==> src/rtl/text_field_renderer_if.sv <==
// Pixel-in / glyph-out bus of the text field renderer.
//   master : pixel source side (drives pixel position, digits, edit controls;
//            receives font-ROM address, glyph column, colour, size, data-present)
//   slave  : renderer side
interface text_field_renderer_if #(
    parameter int unsigned N_FIELDS = 8,
    parameter int unsigned SELW     = (N_FIELDS > 1) ? $clog2(N_FIELDS) : 1
);
    logic [9:0]            pixelx;
    logic [9:0]            pixely;
    logic [8*N_FIELDS-1:0] digits;
    logic                  edit_en;
    logic [SELW-1:0]       edit_sel;
    logic [10:0]           rom_addr;
    logic [2:0]            bit_col;
    logic [3:0]            color_addr;
    logic [1:0]            font_size;
    logic                  dp;

    modport master (
        output pixelx, pixely, digits, edit_en, edit_sel,
        input  rom_addr, bit_col, color_addr, font_size, dp
    );

    modport slave (
        input  pixelx, pixely, digits, edit_en, edit_sel,
        output rom_addr, bit_col, color_addr, font_size, dp
    );
endinterface

==> src/rtl/text_field_renderer.sv <==
// VGA overlay drawing N_FIELDS two-digit BCD fields at fixed screen positions.
// Two-stage pipeline: stage 1 resolves field hit / glyph row / column / char,
// stage 2 applies edit colour and blink and registers the outputs.
// Ports:
//   clk        pixel clock
//   reset      synchronous, active-high
//   bus.pixelx / bus.pixely   current pixel
//   bus.digits                packed BCD, field i tens [8i+7:8i+4], units [8i+3:8i]
//   bus.edit_en / bus.edit_sel edit highlight control
//   bus.rom_addr {char, glyph_row}, bus.bit_col, bus.color_addr,
//   bus.font_size, bus.dp      registered outputs, 2 clk after the pixel
module text_field_renderer #(
    parameter int unsigned             N_FIELDS     = 8,
    parameter logic [10*N_FIELDS-1:0]  FIELD_X      = '0,
    parameter logic [10*N_FIELDS-1:0]  FIELD_Y      = '0,
    parameter int unsigned             SCALE        = 1,
    parameter logic [3:0]              COLOR_NORMAL = 4'd2,
    parameter logic [3:0]              COLOR_EDIT   = 4'd4,
    parameter int unsigned             BLINK_CYCLES = 12_500_000,
    parameter int unsigned             SELW         = (N_FIELDS > 1) ? $clog2(N_FIELDS) : 1
) (
    input  logic                  clk,
    input  logic                  reset,
    text_field_renderer_if.slave  bus
);
    localparam int unsigned SHIFT   = (SCALE == 2) ? 1 : 0;
    localparam int unsigned FIELD_W = 16 * SCALE;
    localparam int unsigned GLYPH_H = 16 * SCALE;
    localparam int unsigned BLINK_W = (BLINK_CYCLES > 1) ? $clog2(BLINK_CYCLES) : 1;
    localparam logic [1:0]  FONT_CODE = (SCALE == 2) ? 2'd2 : 2'd1;

    // Frame snapshot of the digits
    logic [8*N_FIELDS-1:0] snap_q, snap_d;

    // Blink timer
    logic [BLINK_W-1:0] blink_cnt_q, blink_cnt_d;
    logic               blink_on_q, blink_on_d;

    // Stage 1
    logic            hit_q, hit_d;
    logic [SELW-1:0] idx_q, idx_d;
    logic [3:0]      row_q, row_d;
    logic [2:0]      col_q, col_d;
    logic [6:0]      char_q, char_d;

    // Stage 2 (outputs)
    logic [10:0] rom_addr_q, rom_addr_d;
    logic [2:0]  bit_col_q, bit_col_d;
    logic [3:0]  color_q, color_d;
    logic [1:0]  font_size_q, font_size_d;
    logic        dp_q, dp_d;

    logic [10:0] px, py, fx, fy, dx, dy;
    logic [3:0]  digit;
    logic        sel, blank;

    // Latch new digits on the first pixel of the frame; that pixel already uses them
    always_comb begin
        snap_d = snap_q;
        if (bus.pixelx == 10'd0 && bus.pixely == 10'd0) begin
            snap_d = bus.digits;
        end
    end

    // Blink half-period timer, idle and visible while not editing
    always_comb begin
        blink_cnt_d = '0;
        blink_on_d  = 1'b1;
        if (bus.edit_en) begin
            blink_on_d = blink_on_q;
            if (blink_cnt_q == BLINK_W'(BLINK_CYCLES - 1)) begin
                blink_cnt_d = '0;
                blink_on_d  = ~blink_on_q;
            end else begin
                blink_cnt_d = blink_cnt_q + BLINK_W'(1);
            end
        end
    end

    // Stage 1: descending scan so the lowest-index field overwrites higher ones
    always_comb begin
        hit_d  = 1'b0;
        idx_d  = '0;
        row_d  = '0;
        col_d  = '0;
        char_d = '0;
        px     = {1'b0, bus.pixelx};
        py     = {1'b0, bus.pixely};
        fx     = '0;
        fy     = '0;
        dx     = '0;
        dy     = '0;
        digit  = '0;
        for (int i = int'(N_FIELDS) - 1; i >= 0; i--) begin
            fx = {1'b0, FIELD_X[10*i +: 10]};
            fy = {1'b0, FIELD_Y[10*i +: 10]};
            dx = px - fx;
            dy = py - fy;
            if (px >= fx && px <= fx + 11'(FIELD_W - 1) &&
                py >= fy && py <= fy + 11'(GLYPH_H - 1)) begin
                hit_d = 1'b1;
                idx_d = SELW'(i);
                row_d = 4'(dy >> SHIFT);
                // Units glyph starts 8*SCALE in; low column bits are unaffected by that offset
                col_d = 3'(dx >> SHIFT);
                digit = dx[3+SHIFT] ? snap_d[8*i +: 4] : snap_d[8*i+4 +: 4];
                char_d = (digit <= 4'd9) ? (7'h30 + 7'(digit)) : 7'h2D;
            end
        end
    end

    // Stage 2: colour, blink blanking (hides the whole pixel, not just the field)
    always_comb begin
        sel         = bus.edit_en && (bus.edit_sel == idx_q);
        blank       = sel && !blink_on_q;
        rom_addr_d  = '0;
        bit_col_d   = '0;
        color_d     = '0;
        dp_d        = 1'b0;
        font_size_d = FONT_CODE;
        if (hit_q && !blank) begin
            rom_addr_d = {char_q, row_q};
            bit_col_d  = col_q;
            color_d    = sel ? COLOR_EDIT : COLOR_NORMAL;
            dp_d       = 1'b1;
        end
    end

    always_ff @(posedge clk) begin
        if (reset) begin
            snap_q      <= '0;
            blink_cnt_q <= '0;
            blink_on_q  <= 1'b1;
            hit_q       <= 1'b0;
            idx_q       <= '0;
            row_q       <= '0;
            col_q       <= '0;
            char_q      <= '0;
            rom_addr_q  <= '0;
            bit_col_q   <= '0;
            color_q     <= '0;
            font_size_q <= '0;
            dp_q        <= 1'b0;
        end else begin
            snap_q      <= snap_d;
            blink_cnt_q <= blink_cnt_d;
            blink_on_q  <= blink_on_d;
            hit_q       <= hit_d;
            idx_q       <= idx_d;
            row_q       <= row_d;
            col_q       <= col_d;
            char_q      <= char_d;
            rom_addr_q  <= rom_addr_d;
            bit_col_q   <= bit_col_d;
            color_q     <= color_d;
            font_size_q <= font_size_d;
            dp_q        <= dp_d;
        end
    end

    assign bus.rom_addr   = rom_addr_q;
    assign bus.bit_col    = bit_col_q;
    assign bus.color_addr = color_q;
    assign bus.font_size  = font_size_q;
    assign bus.dp         = dp_q;
endmodule

==> src/flat_wrapper.sv <==
// flat-port wrapper written by rule: the top's interface ports become plain ports
module text_field_renderer_flat 
#(
    parameter int unsigned             N_FIELDS     = 8,
    parameter logic [10*N_FIELDS-1:0]  FIELD_X      = '0,
    parameter logic [10*N_FIELDS-1:0]  FIELD_Y      = '0,
    parameter int unsigned             SCALE        = 1,
    parameter logic [3:0]              COLOR_NORMAL = 4'd2,
    parameter logic [3:0]              COLOR_EDIT   = 4'd4,
    parameter int unsigned             BLINK_CYCLES = 12_500_000,
    parameter int unsigned             SELW         = (N_FIELDS > 1) ? $clog2(N_FIELDS) : 1
)
  (clk, reset, bus_pixelx, bus_pixely, bus_digits, bus_edit_en, bus_edit_sel, bus_rom_addr, bus_bit_col, bus_color_addr, bus_font_size, bus_dp);
  text_field_renderer_if #(.N_FIELDS(N_FIELDS), .SELW(SELW)) bus_i ();
  input  logic clk;
  input  logic reset;
  input wire logic [$bits(bus_i.pixelx)-1:0] bus_pixelx;
  input wire logic [$bits(bus_i.pixely)-1:0] bus_pixely;
  input wire logic [$bits(bus_i.digits)-1:0] bus_digits;
  input wire logic [$bits(bus_i.edit_en)-1:0] bus_edit_en;
  input wire logic [$bits(bus_i.edit_sel)-1:0] bus_edit_sel;
  output wire logic [$bits(bus_i.rom_addr)-1:0] bus_rom_addr;
  output wire logic [$bits(bus_i.bit_col)-1:0] bus_bit_col;
  output wire logic [$bits(bus_i.color_addr)-1:0] bus_color_addr;
  output wire logic [$bits(bus_i.font_size)-1:0] bus_font_size;
  output wire logic [$bits(bus_i.dp)-1:0] bus_dp;
  assign bus_i.pixelx = bus_pixelx;
  assign bus_i.pixely = bus_pixely;
  assign bus_i.digits = bus_digits;
  assign bus_i.edit_en = bus_edit_en;
  assign bus_i.edit_sel = bus_edit_sel;
  assign bus_rom_addr = bus_i.rom_addr;
  assign bus_bit_col = bus_i.bit_col;
  assign bus_color_addr = bus_i.color_addr;
  assign bus_font_size = bus_i.font_size;
  assign bus_dp = bus_i.dp;
  text_field_renderer #(.N_FIELDS(N_FIELDS), .FIELD_X(FIELD_X), .FIELD_Y(FIELD_Y), .SCALE(SCALE), .COLOR_NORMAL(COLOR_NORMAL), .COLOR_EDIT(COLOR_EDIT), .BLINK_CYCLES(BLINK_CYCLES), .SELW(SELW)) u_core (.clk(clk), .reset(reset), .bus(bus_i));
endmodule
==> config.mk <==
export PLATFORM = sky130hd
export DESIGN_NAME = text_field_renderer_flat
export DESIGN_NICKNAME = d
export VERILOG_FILES = /design/src/rtl/text_field_renderer_if.sv /design/src/rtl/text_field_renderer.sv /design/src/flat_wrapper.sv
export SDC_FILE = /design/constraint.sdc
export NUM_CORES = 1
export LEC_CHECK = 0
export BUFFER_PORTS_ARGS = -buffer_cell sky130_fd_sc_hd__buf_2
export CORE_ASPECT_RATIO = 1.4
export CORE_MARGIN = 2
export CORE_UTILIZATION = 28
export CTS_CLUSTER_SIZE = 30
export DETAILED_ROUTE_END_ITERATION = 8
export PLACE_DENSITY_LB_ADDON = 0.05
export SLEW_MARGIN = 10
export SYNTH_ARGS = -nofsm -noshare
export SYNTH_HDL_FRONTEND = slang
export SYNTH_SLANG_ARGS = --single-unit
==> constraint.sdc <==
create_clock -name clk -period 2.5 [get_ports clk]
set_input_delay 0.5 -clock clk [delete_from_list [all_inputs] [get_ports clk]]
set_output_delay 0.5 -clock clk [all_outputs]
set_load 0.01 [all_outputs]
==> metrics.yaml, run 1 <==
hold_class: "in2reg"
clkPwrFrac: 0.565
path_clk_slew_ns: 0.05
antenna_found_initial: 0
clock-sinks: 64
synth_top_area_frac: 0.5347
power.internal_mw: 2.021
async_flop_share: 0
cts-hold-fix-buffers: 0
vias: 1769
grt_max_degree: 25
rr_endpoint: "u_core.blink_cnt_q[20]"
wl_per_cell_um: 12.15
cpMaxStageDelayCell: "or4_4"
yosysMostFrequentCell: "dfxtp_1"
fin_tns_setup_ns: 0
clk_latency_ns: 0.33
r2r.worst_path.cells: 6
vias_per_cell: 4.390
drtPass1Iterations: 4
cts-resized-gates: 0
placed_area_um2: 2763
htreeDepth: 3
worstPathCellList: "buf_2, or4_4, nor2_8, and2_4, mux2i_1, a21oi_1, a21o_1"
min_from: "bus_edit_en"
num_antenna_cells: 0
ff2ff_setup_slack_ns: 0.68
drv_slew: 0
syn_inst: 237
die_x_um: 82.18
critPathKind: "in2reg"
post-route-period-util: 0.7339
p_comb_frac: 0.025
r2r_start: "u_core.blink_cnt_q[6]"
critPathCaptureType: "flip-flop"
synth_top_cell_by_area: "dfxtp_1"
rsz0062_at_grt: "false"
grt-ovfl-total: 0
cpPeakStageDelay_ns: 0.57
drt-initial-drc-count: 49
wl_um: 4897
layout-drive-gt1-share: 0.2857
power.switching_mw: 0.4798
gp_congestion: 0.6642
fin_hold_ws_ns: 0.3815
synth_ff_type: "dfxtp_1"
clockBufferDepth: 2
status: "finished, final reports clean"
place_inst: 387
cts_setup_buffers: 0
synthDistinctLibCells: 42
start_util: 0.2905
dp_hpwl_um: 3627
portBuffers: 50
ys_seq_area_frac: 0.5347
cap_viol_max_count: 0
crit_arrival_ns: 2.06
start_kind: "input pin"
cts_made_buffers: 9
finalHoldViolCount: 0
min_period_ns: 1.835
hold-path-endpoint: "u_core.blink_on_q"
grt_pass1_vias: 1787
netlist_top_cells_count: "dfxtp_1, nor2_1, xor2_1"
p_leak_nw: 1.338
min_path_cells: 2
setup_violations: 0
io_pins: 111
nets: 387
finClkSkew_ns: 0.004969
ant_nets: 0
p_sw_frac: 0.1919
power_frac_seq: 0.410
fin_cells: 403
power.density_nw_per_um2: 806.8
dieArea_um2: 9324
stdcell_area_um2: 3099
grt_pass1_wl_um: 8004
track_usage: 0.1170
max-vdd-ir-drop_mv: 0.3704
ys_warn_count: 0
max_freq_ghz: 0.5450
syn2layout_area_growth_pct: 29.35
clockRootBuffer: "clkbuf_16"
rows: 39
required_ns: 2.72
synth_edf_count: 0
die-height_um: 113.5
cp_max_fo: 8
core_area_um2: 8247
synth_area_per_cell_um2: 10.11
drc: 0
finalPower_mw: 2.501
ys_ff_latch: 64
ys_top_cells_by_area: "dfxtp_1, xor2_1, nor2_1, and2_1, and3_1"
cts_tree: "built"
syn_area_um2: 2396
## power by group through the flow
stage	Combinational [mW]	Sequential, mW	Clock (mW)
final	0.0629	1.02	1.41
after global routing	0.0703	1.02	1.50
after CTS	0.0643	1.02	1.46
after detailed placement	0.0640	1.05	0
after global placement	0.0634	1.05	0
after floorplan	0.0324	1.05	0
## how the worst max path moves through the flow
stage	slack, ns	to	from
after floorplan	0.48	u_core.char_q[0]	bus_pixelx[3]
after global placement	0.31	u_core.char_q[0]	bus_pixelx[3]
after detailed placement	0.32	u_core.char_q[0]	bus_pixelx[3]
after CTS	0.64	u_core.blink_cnt_q[5]	u_core.blink_cnt_q[6]
after global routing	0.48	u_core.blink_cnt_q[20]	u_core.blink_cnt_q[0]
final	0.67	u_core.char_q[0]	bus_pixelx[3]
## per-stage QoR
step / setup WS [ns] / util
after floorplan: 0.4760 / -
after global placement: 0.3077 / 0.3350
after detailed placement: 0.3220 / 0.3350
after CTS: 0.6378 / 0.3758
after global routing: 0.4792 / 0.3758
final: 0.6652 / 0.3758
## metal layers
metal | global-route usage | up-vias | part of all wire | wire (um)
met5 | 0 | - | 0 | 0
met1 | 0.1155 | 807 | 0.41 | 2021
met2 | 0.2043 | 40 | 0.52 | 2552
li1 | - | 912 | - | -
met3 | 0.02373 | 10 | 0.038 | 186
met4 | 0.09333 | 0 | 0.028 | 136
## sequential cells by signal, indices dropped and copies added, names as in the netlist
name                   count
u_core.col_q               3
u_core.bus.rom_addr       10
u_core.bus.dp              1
u_core.blink_cnt_q        24
u_core.bus.color_addr      2
u_core.bus.bit_col         3
u_core.char_q              6
u_core.hit_q               1
u_core.bus.font_size       1
u_core.blink_on_q          1
u_core.row_q               4
u_core.snap_q              8
## cells in the final DEF, fill, tap and decap left out, types with 3 or more instances in the layout
cell       instances
dfxtp_1           64
buf_2             50
nor2_1            34
xor2_1            16
and2_1            13
and3_1            11
nand2_1           10
nand3_1            9
clkbuf_16          9
xnor2_1            7
buf_4              7
inv_1              6
nand4_1            6
a21oi_1            5
mux2i_1            5
nor3_1             4
and4_1             4
conb_1             4
nor4_1             3
bufinv_16          3
## cells by family (layout without fill, tap and decap cells)
family          count (synthesis)  after routing  synth area share
xor+xnor                       23             23           0.08407
compound gates                 18             18           0.06110
simple gates                  107            107            0.2517
fa+ha+maj                       1              1          0.005221
other cells                     1              4          0.001565
flops                          64             64            0.5347
mux                             5              5           0.02089
buf+inv                        18             79           0.04073
## critical path: cells and delay by family
kind,cells,cell delay [ns]
and+or+nand+nor,3,0.92
muxes,1,0.23
AOI/OAI and AO/OA,2,0.26
buffers and inverters,1,0.13
## layout make-up
class	instances	area [um^2]
well taps	102	127.6
fillers	838	5147
repair buffers	57	302.8
flip-flops and latches	64	1281
clock inverters	6	107.6
inverters	6	22.52
multi-input cells	158	1028
clock buffers	10	229.0
Note: power is estimated with default switching activity, not from simulation.
==> run 2: changes to the inputs <==
==> constraint.sdc (replaced) <==
create_clock -name clk -period 1.85 [get_ports clk]
set_input_delay 0.37 -clock clk [delete_from_list [all_inputs] [get_ports clk]]
set_output_delay 0.37 -clock clk [all_outputs]
set_load 0.01 [all_outputs]
==> metrics.yaml, run 2 (synthesis results as in run 1) <==
status: "finished, final reports clean"
htreeDepth: 3
clockRootBuffer: "clkbuf_16"
post-route-period-util: 0.9126
cpMaxStageDelayCell: "dfxtp_1"
max-vdd-ir-drop_mv: 0.4455
grt_pass1_wl_um: 8066
min_period_ns: 1.688
finalHoldViolCount: 0
worstPathCellList: "ha_1, nand4_1, nor3_1, and4_1, nand3_1, xor2_1, nor2_1"
drtPass1Iterations: 4
setup_violations: 0
cts_setup_buffers: 0
rows: 39
cts_tree: "built"
largest_reg_flops: 24
syn2layout_area_growth_pct: 31.12
crit_arrival_ns: 1.90
track_usage: 0.1157
p_leak_nw: 1.374
cp_max_fo: 3
clk_latency_ns: 0.32
layout-drive-gt1-share: 0.3109
grt_max_degree: 25
nets: 398
wl_per_cell_um: 11.43
ff2ff_setup_slack_ns: 0.16
hold_class: "in2reg"
final_cell_mix: "dfxtp_1, buf_2, nor2_1, xor2_1, buf_4"
drv_slew: 0
portBuffers: 50
start_util: 0.2905
cts_made_buffers: 9
max_freq_ghz: 0.5923
power.density_nw_per_um2: 943.5
critPathCaptureType: "flip-flop"
die_x_um: 82.18
start_kind: "flip-flop"
cts-hold-fix-buffers: 0
fin_tns_setup_ns: 0
finClkSkew_ns: 0.004241
cts-resized-gates: 0
cpPeakStageDelay_ns: 0.35
gp_congestion: 0.7148
cap_viol_max_count: 0
drt-initial-drc-count: 36
required_ns: 2.06
clockBufferDepth: 2
drc: 0
fillerInstances: 832
fin_cells: 414
final_common_cell: "dfxtp_1"
dp_hpwl_um: 3592
die-height_um: 113.5
dieArea_um2: 9324
ant_nets: 0
clock-sinks: 64
place_inst: 398
vias_per_cell: 4.314
io_pins: 111
antenna_found_initial: 0
regMostFlops: "u_core.blink_cnt_q"
critPathKind: "reg2reg"
vias: 1786
num_antenna_cells: 0
final_util: 0.3810
core_area_um2: 8247
wl_um: 4734
grt-ovfl-total: 0
grt_pass1_vias: 1822
path_clk_slew_ns: 0.05
rsz0062_at_grt: "false"
-- run 2: final cells by class --
type,count,area [um^2],share of cell area
clock buffer,12,246.5,0.07845
clock inverter,4,20.02,0.006372
inverter,6,22.52,0.007168
multi-input combinational,158,1033,0.3290
sequential,64,1281,0.4078
tap,102,127.6,0.04062
timing repair buffer,68,410.4,0.1306
-- run 2: final timing paths --
path                             to  depth (start not counted)                   from
max          u_core.blink_cnt_q[20]                          7  u_core.blink_cnt_q[1]
min                u_core.snap_q[1]                          3          bus_digits[1]
min reg2reg  u_core.bus.rom_addr[7]                          1       u_core.char_q[3]
max reg2reg  u_core.blink_cnt_q[20]                          7  u_core.blink_cnt_q[1]
-- run 2: layer usage --
| metal | share of wire | vias to the layer above | GRT usage |
|---|---|---|---|
| met1 | 0.41 | 797 | 0.1218 |
| met5 | 0 | - | 0 |
| li1 | - | 941 | - |
| met4 | 0.016 | 0 | 0.06333 |
| met2 | 0.52 | 41 | 0.1962 |
| met3 | 0.047 | 7 | 0.04035 |
-- run 2: critical path, delay by kind of cell, from the launching register on --
family,cells,cell delay (ns)
AND/OR/NAND/NOR,5,0.94
flip-flops,1,0.35
adder cells (fa/ha/maj),1,0.17
XOR/XNOR,1,0.13
-- run 2: metrics by stage --
stage | hold slack, ns | setup WS, ns | instance area [um^2] | total power [mW]
5_1_grt | 0.2989 | 0.01695 | 3142 | 3.095
4_1_cts | 0.2721 | 0.1213 | 3137 | 3.033
3_3_place_gp | 0.4102 | -0.1560 | 2870 | 1.511
6_report | 0.2859 | 0.1616 | 3142 | 2.964
3_5_place_dp | 0.4128 | -0.1712 | 2870 | 1.511
2_1_floorplan | 0.4057 | -0.03604 | 2407 | 1.458
-- run 2: power by group --
part	internal, mW	switching (mW)
Sequential	1.38	0.00158
Combinational	0.0472	0.0488
Clock	0.932	0.551
